`src/rtl/mem_port_arb.sv`:
```
// mem_port_arb: shares the single memory port of the RV32 core between
// instruction fetch (read-only) and the load/store unit. Only one
// transaction is outstanding at a time. The LSU normally wins arbitration.
// A streak counter stops the LSU from starving IF: after MAX_STREAK
// consecutive LSU wins while IF is waiting, IF gets the next grant.
// An IF response can be dropped when the pipeline flushes.

module mem_port_arb #(
  parameter int ADDR_W     = 32,
  parameter int DATA_W     = 32,
  parameter int MAX_STREAK = 4
) (
  input  logic                clk,
  input  logic                rst_n,

  // instruction fetch side (read-only)
  input  logic                if_req,
  input  logic [ADDR_W-1:0]   if_addr,
  input  logic                if_flush,
  output logic                if_gnt,
  output logic                if_rvalid,
  output logic [DATA_W-1:0]   if_rdata,

  // load/store side
  input  logic                lsu_req,
  input  logic                lsu_we,
  input  logic [ADDR_W-1:0]   lsu_addr,
  input  logic [DATA_W-1:0]   lsu_wdata,
  input  logic [DATA_W/8-1:0] lsu_be,
  output logic                lsu_gnt,
  output logic                lsu_rvalid,
  output logic [DATA_W-1:0]   lsu_rdata,

  // shared memory port
  output logic                mem_req,
  output logic                mem_we,
  output logic [ADDR_W-1:0]   mem_addr,
  output logic [DATA_W-1:0]   mem_wdata,
  output logic [DATA_W/8-1:0] mem_be,
  input  logic                mem_gnt,
  input  logic                mem_rvalid,
  input  logic [DATA_W-1:0]   mem_rdata
);

  localparam int BE_W = DATA_W / 8;

  // The counter must be able to hold MAX_STREAK itself.
  localparam int SW = (MAX_STREAK < 1) ? 1 : $clog2(MAX_STREAK + 1);
  localparam logic [SW-1:0] STREAK_MAX = SW'(MAX_STREAK);

  typedef enum logic [1:0] {
    IDLE = 2'd0,
    REQ  = 2'd1,
    RESP = 2'd2
  } state_t;

  state_t          state;
  logic            owner_lsu;   // 0 = IF owns the transaction, 1 = LSU
  logic [SW-1:0]   streak;      // consecutive LSU wins while IF was waiting
  logic            drop;        // discard the in-flight IF response

  logic            any_req;
  logic            if_wins;
  logic [SW-1:0]   streak_next;
  logic            if_owner_flush;

  // Arbitration decision for the IDLE cycle: LSU priority unless IF has
  // already waited through a full streak of LSU grants.
  always_comb begin
    any_req = if_req | lsu_req;
    if_wins = if_req & (~lsu_req | (streak == STREAK_MAX));
  end

  // Streak bookkeeping: count LSU wins that made IF wait, saturating;
  // clear on an IF win or on an LSU win nobody else wanted the port for.
  always_comb begin
    streak_next = '0;
    if (!if_wins && if_req) begin
      if (streak == STREAK_MAX) begin
        streak_next = streak;
      end else begin
        streak_next = streak + SW'(1);
      end
    end
  end

  // A flush only matters while IF owns a transaction that is in flight.
  always_comb begin
    if_owner_flush = if_flush & ~owner_lsu & ((state == REQ) | (state == RESP));
  end

  // Grants pulse combinationally on the memory accept cycle for the owner;
  // responses pass straight through to the owner during RESP.
  always_comb begin
    if_gnt     = (state == REQ)  & mem_gnt    & ~owner_lsu;
    lsu_gnt    = (state == REQ)  & mem_gnt    &  owner_lsu;
    if_rvalid  = (state == RESP) & mem_rvalid & ~owner_lsu & ~drop & ~if_flush;
    lsu_rvalid = (state == RESP) & mem_rvalid &  owner_lsu;
    if_rdata   = mem_rdata;
    lsu_rdata  = mem_rdata;
  end

  // Transaction sequencer: latch the winner into the port registers, hold
  // them until accepted, then wait for the single response.
  always_ff @(posedge clk or negedge rst_n) begin
    if (!rst_n) begin
      state     <= IDLE;
      owner_lsu <= 1'b0;
      streak    <= '0;
      drop      <= 1'b0;
      mem_req   <= 1'b0;
      mem_we    <= 1'b0;
      mem_addr  <= '0;
      mem_wdata <= '0;
      mem_be    <= '0;
    end else begin
      case (state)
        IDLE: begin
          drop <= 1'b0;
          if (any_req) begin
            state     <= REQ;
            mem_req   <= 1'b1;
            owner_lsu <= ~if_wins;
            streak    <= if_wins ? '0 : streak_next;
            if (if_wins) begin
              mem_we    <= 1'b0;
              mem_addr  <= if_addr;
              mem_wdata <= '0;
              mem_be    <= {BE_W{1'b1}};
            end else begin
              mem_we    <= lsu_we;
              mem_addr  <= lsu_addr;
              mem_wdata <= lsu_wdata;
              mem_be    <= lsu_be;
            end
          end
        end

        REQ: begin
          if (if_owner_flush) begin
            drop <= 1'b1;
          end
          if (mem_gnt) begin
            mem_req <= 1'b0;
            state   <= RESP;
          end
        end

        RESP: begin
          if (mem_rvalid) begin
            // Returning to IDLE always forgets any pending drop.
            state <= IDLE;
            drop  <= 1'b0;
          end else if (if_owner_flush) begin
            drop <= 1'b1;
          end
        end

        default: begin
          state   <= IDLE;
          mem_req <= 1'b0;
          drop    <= 1'b0;
        end
      endcase
    end
  end

endmodule

```
`config.mk`:
```
export PLATFORM = sky130hd
export DESIGN_NAME = mem_port_arb
export DESIGN_NICKNAME = d
export VERILOG_FILES = /design/src/rtl/mem_port_arb.sv
export SDC_FILE = /design/constraint.sdc
export NUM_CORES = 1
export LEC_CHECK = 0
export ABC_AREA = 0
export ABC_CLOCK_PERIOD_IN_PS = 3380
export CAP_MARGIN = 40
export CORE_AREA = 2 2 107 109
export DETAILED_ROUTE_END_ITERATION = 8
export DIE_AREA = 0 0 109 111
export HOLD_SLACK_MARGIN = 0.02
export PLACE_DENSITY = 0.95
export SETUP_SLACK_MARGIN = 0.4
export SLEW_MARGIN = 10
export SYNTH_ARGS = -nofsm -noshare
export SYNTH_HDL_FRONTEND = slang
export SYNTH_SLANG_ARGS = --single-unit
```
`constraint.sdc`:
```
create_clock -name clk -period 3.38 [get_ports clk]
set_clock_uncertainty 0.2 [all_clocks]
set_input_delay 0.676 -clock clk [delete_from_list [all_inputs] [get_ports clk]]
set_output_delay 0.676 -clock clk [all_outputs]
set_load 0.02 [all_outputs]
```
==> results.cfg, run 1 <==
[critical_path]
crit_type = input port to output pin
cp_slowest_cell = clkdlybuf4s50_1
crit_path_start_kind = input port
crit_top_cell = clkdlybuf4s50_1
critPathMaxStageDelay_ps = 600
r2r_end = mem_wdata[21]$_DFFE_PN0P_
r2r_setup_slack_ps = 1250
reg2regPathDepth = 5
arrival_ps = 1940
timing.rr.start = streak[0]$_DFFE_PN0P_
crit_chain = clkdlybuf4s50_1, and3_1, clkdlybuf4s50_1
cp.required_ps = 2500
endpoint_kind = output pin
crit_fanout = 3

[drt]
wl_per_cell_um = 16.51
routed_via_density = 5.126
via_count = 3629
drtPass1Iterations = 4
totalWireLength_mm = 11.69
drc = 0
drtIter0Drc = 259
ant_nets = 0

[worst_hold_path]
min_path_type = input port to asynchronous set/reset pin

[power]
vdd_drop_max_mv = 0.5224
power_density_nw_per_um2 = 910.1
p_total_mw = 5.378
power_leakage_nw = 2.506

[grt]
grt_pass1_vias = 3782
grt_start_max_net_pins = 67
grt_usage_pct = 19.84
grt_pass1_wl_mm = 18.69
antenna_found_initial = 0
grt_overflow = 0

[synthesis]
yosysWarningCount = 0
netlist_instances = 458
syn_nets = 604
syn_area_um2 = 4160
ys_ff_latch = 77
synth.avg_cell_area_um2 = 9.083
synth_cell_types = 32
ys_seq_area_share_pct = 46.32

[clocking]
post_cts_buffers = 0
clockRootBuffer = clkbuf_16
htreeDepth = 3
cts_sinks = 77
path_clk_slew_ps = 60
numCtsBuffers = 9
cts_tree = done
cts.path.max_buffers = 2
clk_latency_ps = 330

[final_layout]
drive_gt1_share_pct = 9.912
multi_input_area_um2 = 1562
area_growth_pct = 42.05
seq_area_um2 = 1927
mostFrequentLayoutCell = clkdlybuf4s50_1
final_cell_mix = clkdlybuf4s50_1, nand2_1, dfrtp_1, nand4_1, o211ai_2
fillers = 944
final_net_count = 706
antennaDiodeCount = 0

[die]
rows = 39
dieArea_um2 = 12100
initial_core_util_pct = 37.56
core_um2 = 11080
die_h_um = 111
die_x_um = 109
pin_count = 278

[timing]
slew_viol_final = 0
fmax_mhz = 355.0
rsz0062_at_grt = false
hold_viol_final = 0
setup_violations = 0
worstMarginPinSlew_ps = 829.7
tns_ps = 0
min_period_over_period_pct = 83.33
period_needed_ps = 2817
slew_headroom_pct = 44.69

[placement]
hpwl_mm = 8.423
finalWeightedCongestion = 0.8137
io_buffers = 181

[flow_run]
drv_cap = 0

[status]
outcome = finished, final reports clean
## kinds of logic after synthesis
kind of cell	count (synthesis)	synth area share [%]
AOI/OAI and AO/OA	83	15.88
buffers and inverters	104	16.36
adders and majority gates	6	1.804
and+or+nand+nor	187	19.37
DFF	77	46.32
muxes	1	0.2707
## registers in the layout (all words and copies together), names as in the netlist
name,count
state,2
mem_we,1
mem_req,1
mem_addr,32
owner_lsu,1
mem_wdata,32
mem_be,4
drop,1
streak,3
## cell type report
type	instances	share of cell area, %
clock buffer	10	3.875
multi-input combinational	277	26.42
tap	143	3.028
timing repair buffer	189	31.80
inverter	6	0.3811
sequential	77	32.61
clock inverter	6	1.884
## per-layer routing
layer / vias to the layer above / wire [um] / track usage, %
met1: 1733 / 4432 / 22.63
met3: 40 / 1036 / 5.996
met2: 169 / 5841 / 33.66
met4: 0 / 376 / 8.889
met5: - / 0 / 0
li1: 1687 / - / -
## worst max-delay path, delay by kind of cell
family | cells | cell delay (ps)
buf+inv | 2 | 1100
simple gates | 1 | 170
## timing repair
| item | 4_1_cts | 5_1_grt |
|---|---|---|
| setup endpoints to repair | 0 | 1 |
| hold buffers | 0 | 0 |
| gates resized for setup | 0 | 1 |
## power by group
group	internal, mW	total (mW)	switching (mW)
registers	1.35	1.59	0.242
logic	1.20	2.69	1.50
clock network	0.721	1.09	0.372
## how the worst max path moves through the flow
stage	slack, ps	start	to	cells past startpoint
detailed placement	440	mem_rvalid	if_rvalid	4
finish	560	mem_gnt	lsu_gnt	3
global placement	470	mem_rvalid	if_rvalid	4
floorplan	1120	if_flush	if_rvalid	1
global route	530	mem_rvalid	lsu_rvalid	4
CTS	440	mem_rvalid	if_rvalid	4
## synthesized netlist by cell type, drive strengths merged
library cell	n	share of area [%]
nand2	134	12
dfrtp	77	46
buf	73	14
o21ai	36	4.4
nand4	32	4.8
o211ai	32	8.9
clkbuf	25	2.3
nor2	12	1.1
a21oi	6	0.72
ha	6	1.8
inv	6	0.54
and3	2	0.30
nor2b	2	0.30
nor3	2	0.24
o32a	2	0.48
a211oi	1	0.18
a21bo	1	0.24
a31o	1	0.21
a31oi	1	0.15
a32o	1	0.24
and2	1	0.21
mux2	1	0.27
nor3b	1	0.18
nor4	1	0.15
o21a	1	0.18
o22ai	1	0.15
## stage by stage
step	hold slack [ps]	instances	cell area [um2]	setup WS [ps]	utilization, %
final	108.7	708	5909	563.4	53.35
after global routing	142.5	708	5909	525.6	53.35
after floorplan	180.4	458	4160	1118	-
after detailed placement	269.9	692	5567	444.2	50.25
after global placement	262.9	691	5547	468.2	50.07
after CTS	120.8	708	5907	443.8	53.33
Note: power is estimated with default switching activity, not from simulation.
==> run 2, diff against run 1 <==
Settings changed: ABC_CLOCK_PERIOD_IN_PS 3380 to 2400, CORE_AREA 2 2 107 109 to unset, CORE_MARGIN set to 1.5, CORE_UTILIZATION set to 33, DIE_AREA 0 0 109 111 to unset, PLACE_DENSITY 0.95 to 0.88.
Clock period 3.38 ns to 2.4 ns, I/O delays scaled along.
==> results.cfg, run 2 (synthesized netlist as in run 1, its figures left out) <==
[status]
outcome = finished, final reports clean

[placement]
io_buffers = 181
place_ws_ps = -82.73
hpwl_mm = 8.243
dpl.cell_count = 719
finalWeightedCongestion = 0.7968

[critical_path]
critPathBufInv = 2
crit_path_start_kind = flip-flop
crit_type = flip-flop to output pin
endpoint_kind = output pin
critPathMaxStageDelay_ps = 410
arrival_ps = 1360
cp.required_ps = 1720
critical-path-top-delay-family = flip-flops
cp_slowest_cell = dfrtp_1
crit_fanout = 3
crit_chain = inv_2, ha_4, nand2_4, nor4_2, buf_4

[final_layout]
final_net_count = 717
antennaDiodeCount = 0
fillers = 1075
final_cell_mix = nand2_1, clkdlybuf4s50_1, dfrtp_1, dlymetal6s2s_1, nand4_1
fin_cells = 744
area_growth_pct = 48.93
drive_gt1_share_pct = 13.72
reg_top3 = mem_addr: 32 flops, mem_wdata: 32 flops, mem_be: 4 flops
mostFrequentLayoutCell = nand2_1

[timing]
finalWorstSetupSlack_ps = 355.8
period_needed_ps = 2044
worstMarginPinSlew_ps = 566.1
setup_violations = 0
rsz0062_at_grt = true
fmax_mhz = 489.2
slew_headroom_pct = 62.26
hold_viol_final = 0
slew_viol_final = 0
min_period_over_period_pct = 85.18

[die]
rows = 40
initial_core_util_pct = 34.21
dieArea_um2 = 13290
die_x_um = 115.3
core_um2 = 12160
die_h_um = 115.3
pin_count = 278

[drt]
via_count = 3647
drtIter0Drc = 128
ant_nets = 0
drtPass1Iterations = 4
totalWireLength_mm = 12.38
routed_via_density = 4.902
wl_per_cell_um = 16.63
drc = 0

[flow_run]
drv_cap = 0

[clocking]
numCtsBuffers = 9
cts_tree = done
clk_latency_ps = 340
cts.path.max_buffers = 2
cts_sinks = 77
clockRootBuffer = clkbuf_16
htreeDepth = 3
path_clk_slew_ps = 60

[power]
power_density_nw_per_um2 = 1221
vdd_drop_max_mv = 0.5394
power_leakage_nw = 3.141

[grt]
grt_pass1_wl_mm = 18.53
grt_pass1_vias = 3739
grt_usage_pct = 18.23
antenna_found_initial = 0
grt_overflow = 0
grt_start_max_net_pins = 43

[worst_hold_path]
min_path_type = flip-flop to flip-flop
-- run 2: cell count changes in the layout (fill, tap and decap cells not counted), sizes merged --
cell / change
bufinv: -1
clkdlybuf4s50: -68
buf: +12
and2: +2
clkinv: +1
dlygate4sd2: +20
dlygate4sd3: +1
dlymetal6s2s: +44
-- run 2: where the power goes --
part	leakage, nW	total [mW]	switching [mW]	internal [mW]
clock	0.158	1.48	0.543	0.937
sequential	0.956	2.23	0.332	1.90
combinational	2.03	3.86	2.18	1.68
-- run 2: worst min-delay path: stages (launching register included) --
cell	delay, ps
dfrtp_1	340
nand2_1	40
o21ai_0	50
-- run 2: repair_timing --
item                                    CTS  global route
hold buffers                              1             0
endpoints found under the setup margin   89            67
gates cloned                              1             1
buffers inserted                          3             3
hold endpoints to repair                 41             0
pin swaps                                 0             1
resized for setup                        45            58
-- run 2: path summary, 6_finish.rpt --
check / start / to / slack, ps / cells past startpoint
hold / removal: mem_wdata[8]$_DFFE_PN0P_ / mem_wdata[8]$_DFFE_PN0P_ / 280 / 2
hold reg to reg: mem_wdata[8]$_DFFE_PN0P_ / mem_wdata[8]$_DFFE_PN0P_ / 280 / 2
setup / recovery: state[0]$_DFFE_PN0P_ / if_rvalid / 360 / 5
min in group asynchronous: rst_n / mem_wdata[1]$_DFFE_PN0P_ / 490 / 2
max in group asynchronous: rst_n / streak[2]$_DFFE_PN0P_ / 900 / 3
setup reg to reg: state[0]$_DFFE_PN0P_ / state[1]$_DFFE_PN0P_ / 430 / 7
-- run 2: layout make-up --
class	instances	area (um2)	area share [%]
Clock buffer	10	239.0	3.857
Sequential cell	77	1927	31.10
Inverter	6	22.52	0.3635
Tap cell	168	210.2	3.393
Clock inverter	6	86.33	1.393
Multi-Input combinational cell	279	1630	26.31
Timing Repair Buffer	198	2081	33.58
-- run 2: through the flow --
stage	utilization, %	cell area [um2]	TNS (ps)	hold slack (ps)	power, mW
floorplan	-	4167	0	-15.59	4.460
global route	50.95	6196	0	314.1	8.040
finish	50.95	6196	0	275.3	7.565
detailed placement	46.51	5657	-369.5	273.1	6.155
global placement	46.51	5657	-93.48	260.9	6.007
CTS	49.26	5991	0	286.0	7.596
-- run 2: routing by layer --
layer  track usage (%)  share of wire (%)
met1             20.00                 39
met2             31.55                 50
met3             6.168                8.3
met4             9.053                3.0
met5                 0                  0
==> edit (config.mk and constraints of run 2) <==
Encoding of `state_t`: now one-hot (3 bits for 3 states).
--- a/src/rtl/mem_port_arb.sv
+++ b/src/rtl/mem_port_arb.sv
@@ -48,10 +48,10 @@
   localparam int SW = (MAX_STREAK < 1) ? 1 : $clog2(MAX_STREAK + 1);
   localparam logic [SW-1:0] STREAK_MAX = SW'(MAX_STREAK);
 
-  typedef enum logic [1:0] {
-    IDLE = 2'd0,
-    REQ  = 2'd1,
-    RESP = 2'd2
+  typedef enum logic [2:0] {
+    IDLE = 3'b001,
+    REQ  = 3'b010,
+    RESP = 3'b100
   } state_t;
 
   state_t          state;
Formal check against the unedited RTL: no difference found for any inputs over 10 cycles, from zero or initial values and one cycle with rst_n low; not proved beyond that.
==> edit against run 2 <==
Register-to-register slack hardly changed; highest routed layer unchanged; cell area is 2.5% lower; wire length is 0.32% higher; worst setup slack worse by 0.23 ns; area after synthesis is 5.9% lower; sequential cell count is 1 higher; largest cell class unchanged; the run now ends with DRC left; total power is 3.0% lower; first-iteration DRC count is 130% higher.
==> edit: results (changes against run 2) <==
metric	value	unit	change
hp-class	reg2reg		unchanged
critical_path.max_fanout	2		was 3
io_buffer_count	181		unchanged
p_leak	2.78	nW	was 3.14 nW
synth_warnings	0		unchanged
grt_pass1_vias	3539		was 3739
grt_max_degree	49		was 43
drive_gt1_frac	0.121		was 0.137
synthesis.nets	527		was 604
setup_viol	0		unchanged
cp_slowest_cell	or4b_4		was dfrtp_1
cp-end-kind	output port		unchanged
gp_congestion	0.774		was 0.797
top_regs	mem_addr x32, mem_wdata x32, mem_be x4		unchanged
clockBufferDepth	2		unchanged
crit_path_end	lsu_rvalid		was if_rvalid
grt.total_usage	0.191		was 0.182
path_delay_family	simple AND/OR/NAND/NOR gates		was flip-flops
nFillCells	970		was 1075
drt_iter0_markers	296		was 128
violations	DRC		
status	complete, but fails checks		was finished, final reports clean
firstDrtPassIters	7		was 4
dpl.hpwl	8630	um	was 8240 um
synth.top_cells.by_count	dfrtp_1 (77), buf_4 (69), a21oi_1 (36)		was nand2_1 (134), dfrtp_1 (77), buf_4 (65)
final_net_count	653		was 717
synth.distinct_cells	36		was 32
synthFlopType	dfrtp_1		unchanged
r2r_slack	0.43	ns	about the same
slowest_delay	0.56	ns	was 0.41 ns
grt_pass1_wl	18600	um	was 18500 um
numCtsBuffers	9		unchanged
h-tree-depth	3		unchanged
synth_area_leaders	dfrtp_1 (49%), buf_4 (13%), a22o_1 (7.4%)		was dfrtp_1 (46%), nand2_1 (12%), buf_4 (12%)
slew_violations	0		unchanged
ir_worst_vdd	0.398	mV	was 0.539 mV
r2r_end	mem_addr[25]		was state[1]
relSlewSlack	0.712		was 0.623
clk_pin_slew	0.06	ns	about the same
antenna_found_initial	0		unchanged
clkLatencyLatePin	0.33	ns	
drc	18		was 0
vias_per_cell	5.44		was 4.90
hold_start	mem_req		was mem_wdata[8]
crit_path_start	state[0]		unchanged
wl_per_cell	18.9	um	was 16.6 um
ys_seq_area_frac	0.499		was 0.463
cp.arrival	1.59	ns	was 1.36 ns
ff2ff_path_depth	7		unchanged
## edit: cell count changes in the layout (fill, tap and decap cells not counted), moves of 10 or more
cell and delta:
nand3_1 +33, o21ai_0 +13, a31oi_1 +33, nand4_1 -32
a22o_1 +33, o211ai_2 -26, clkdlybuf4s50_1 +10, o21ai_1 -14
nand2_1 -130, nor2_1 -11, a21oi_1 +30
## edit: worst min path at each step
stage | to | slack, ns | cells after the start
after floorplan | drop | -0.02 | 0
after global placement | mem_wdata[8] | 0.24 | 1
after CTS | mem_req | 0.30 | 1
after global routing | mem_wdata[31] | 0.31 | 1
after detailed placement | mem_wdata[14] | 0.25 | 1
final | mem_req | 0.28 | 1
## edit: per-layer routing
metal	part of all wire	GRT usage
met5	0	0
met4	0.017	0.0692
met3	0.093	0.0582
met2	0.51	0.337
met1	0.38	0.219
## edit: cell type report
cell class	instances	area share
clock buffers	13	0.0431
clock inverters	1	0.00497
inverters	6	0.00373
multi-input cells	205	0.224
flip-flops and latches	78	0.323
well taps	143	0.0296
repair buffers	211	0.371
## edit: repair_timing
| action | CTS | global route |
|---|---|---|
| pin swaps | 2 | 2 |
| gates resized for setup | 48 | 48 |
| hold buffers | 1 | 0 |
| hold endpoints to repair | 30 | 0 |
| cloned | 0 | 2 |
| setup endpoints to repair | 87 | 105 |
| setup buffers | 4 | 5 |
## edit: cell families (layout without fill, tap and decap cells)
family	after synthesis	after routing	synth area share
compound gates	152	152	0.249
buf+inv	102	231	0.173
flops	78	78	0.499
simple gates	50	50	0.0706
fa+ha+maj	2	2	0.00639
xor+xnor	1	1	0.00224
## edit: report_power, final
group | switching [mW] | internal [mW]
clock | 0.505 | 0.851
combinational | 1.96 | 1.80
sequential | 0.312 | 1.91
## edit: through the flow
stage | cell area [sq um] | cells | TNS, ns | worst slack, ns | hold slack [ns]
after floorplan | 3930 | 385 | 0 | 0.373 | -0.0156
after global placement | 5490 | 631 | -0.981 | -0.525 | 0.243
after detailed placement | 5490 | 631 | -1.15 | -0.576 | 0.249
after CTS | 5820 | 650 | 0 | 0.0539 | 0.295
after global routing | 6040 | 657 | 0 | 0.0308 | 0.312
final | 6040 | 657 | 0 | 0.130 | 0.284
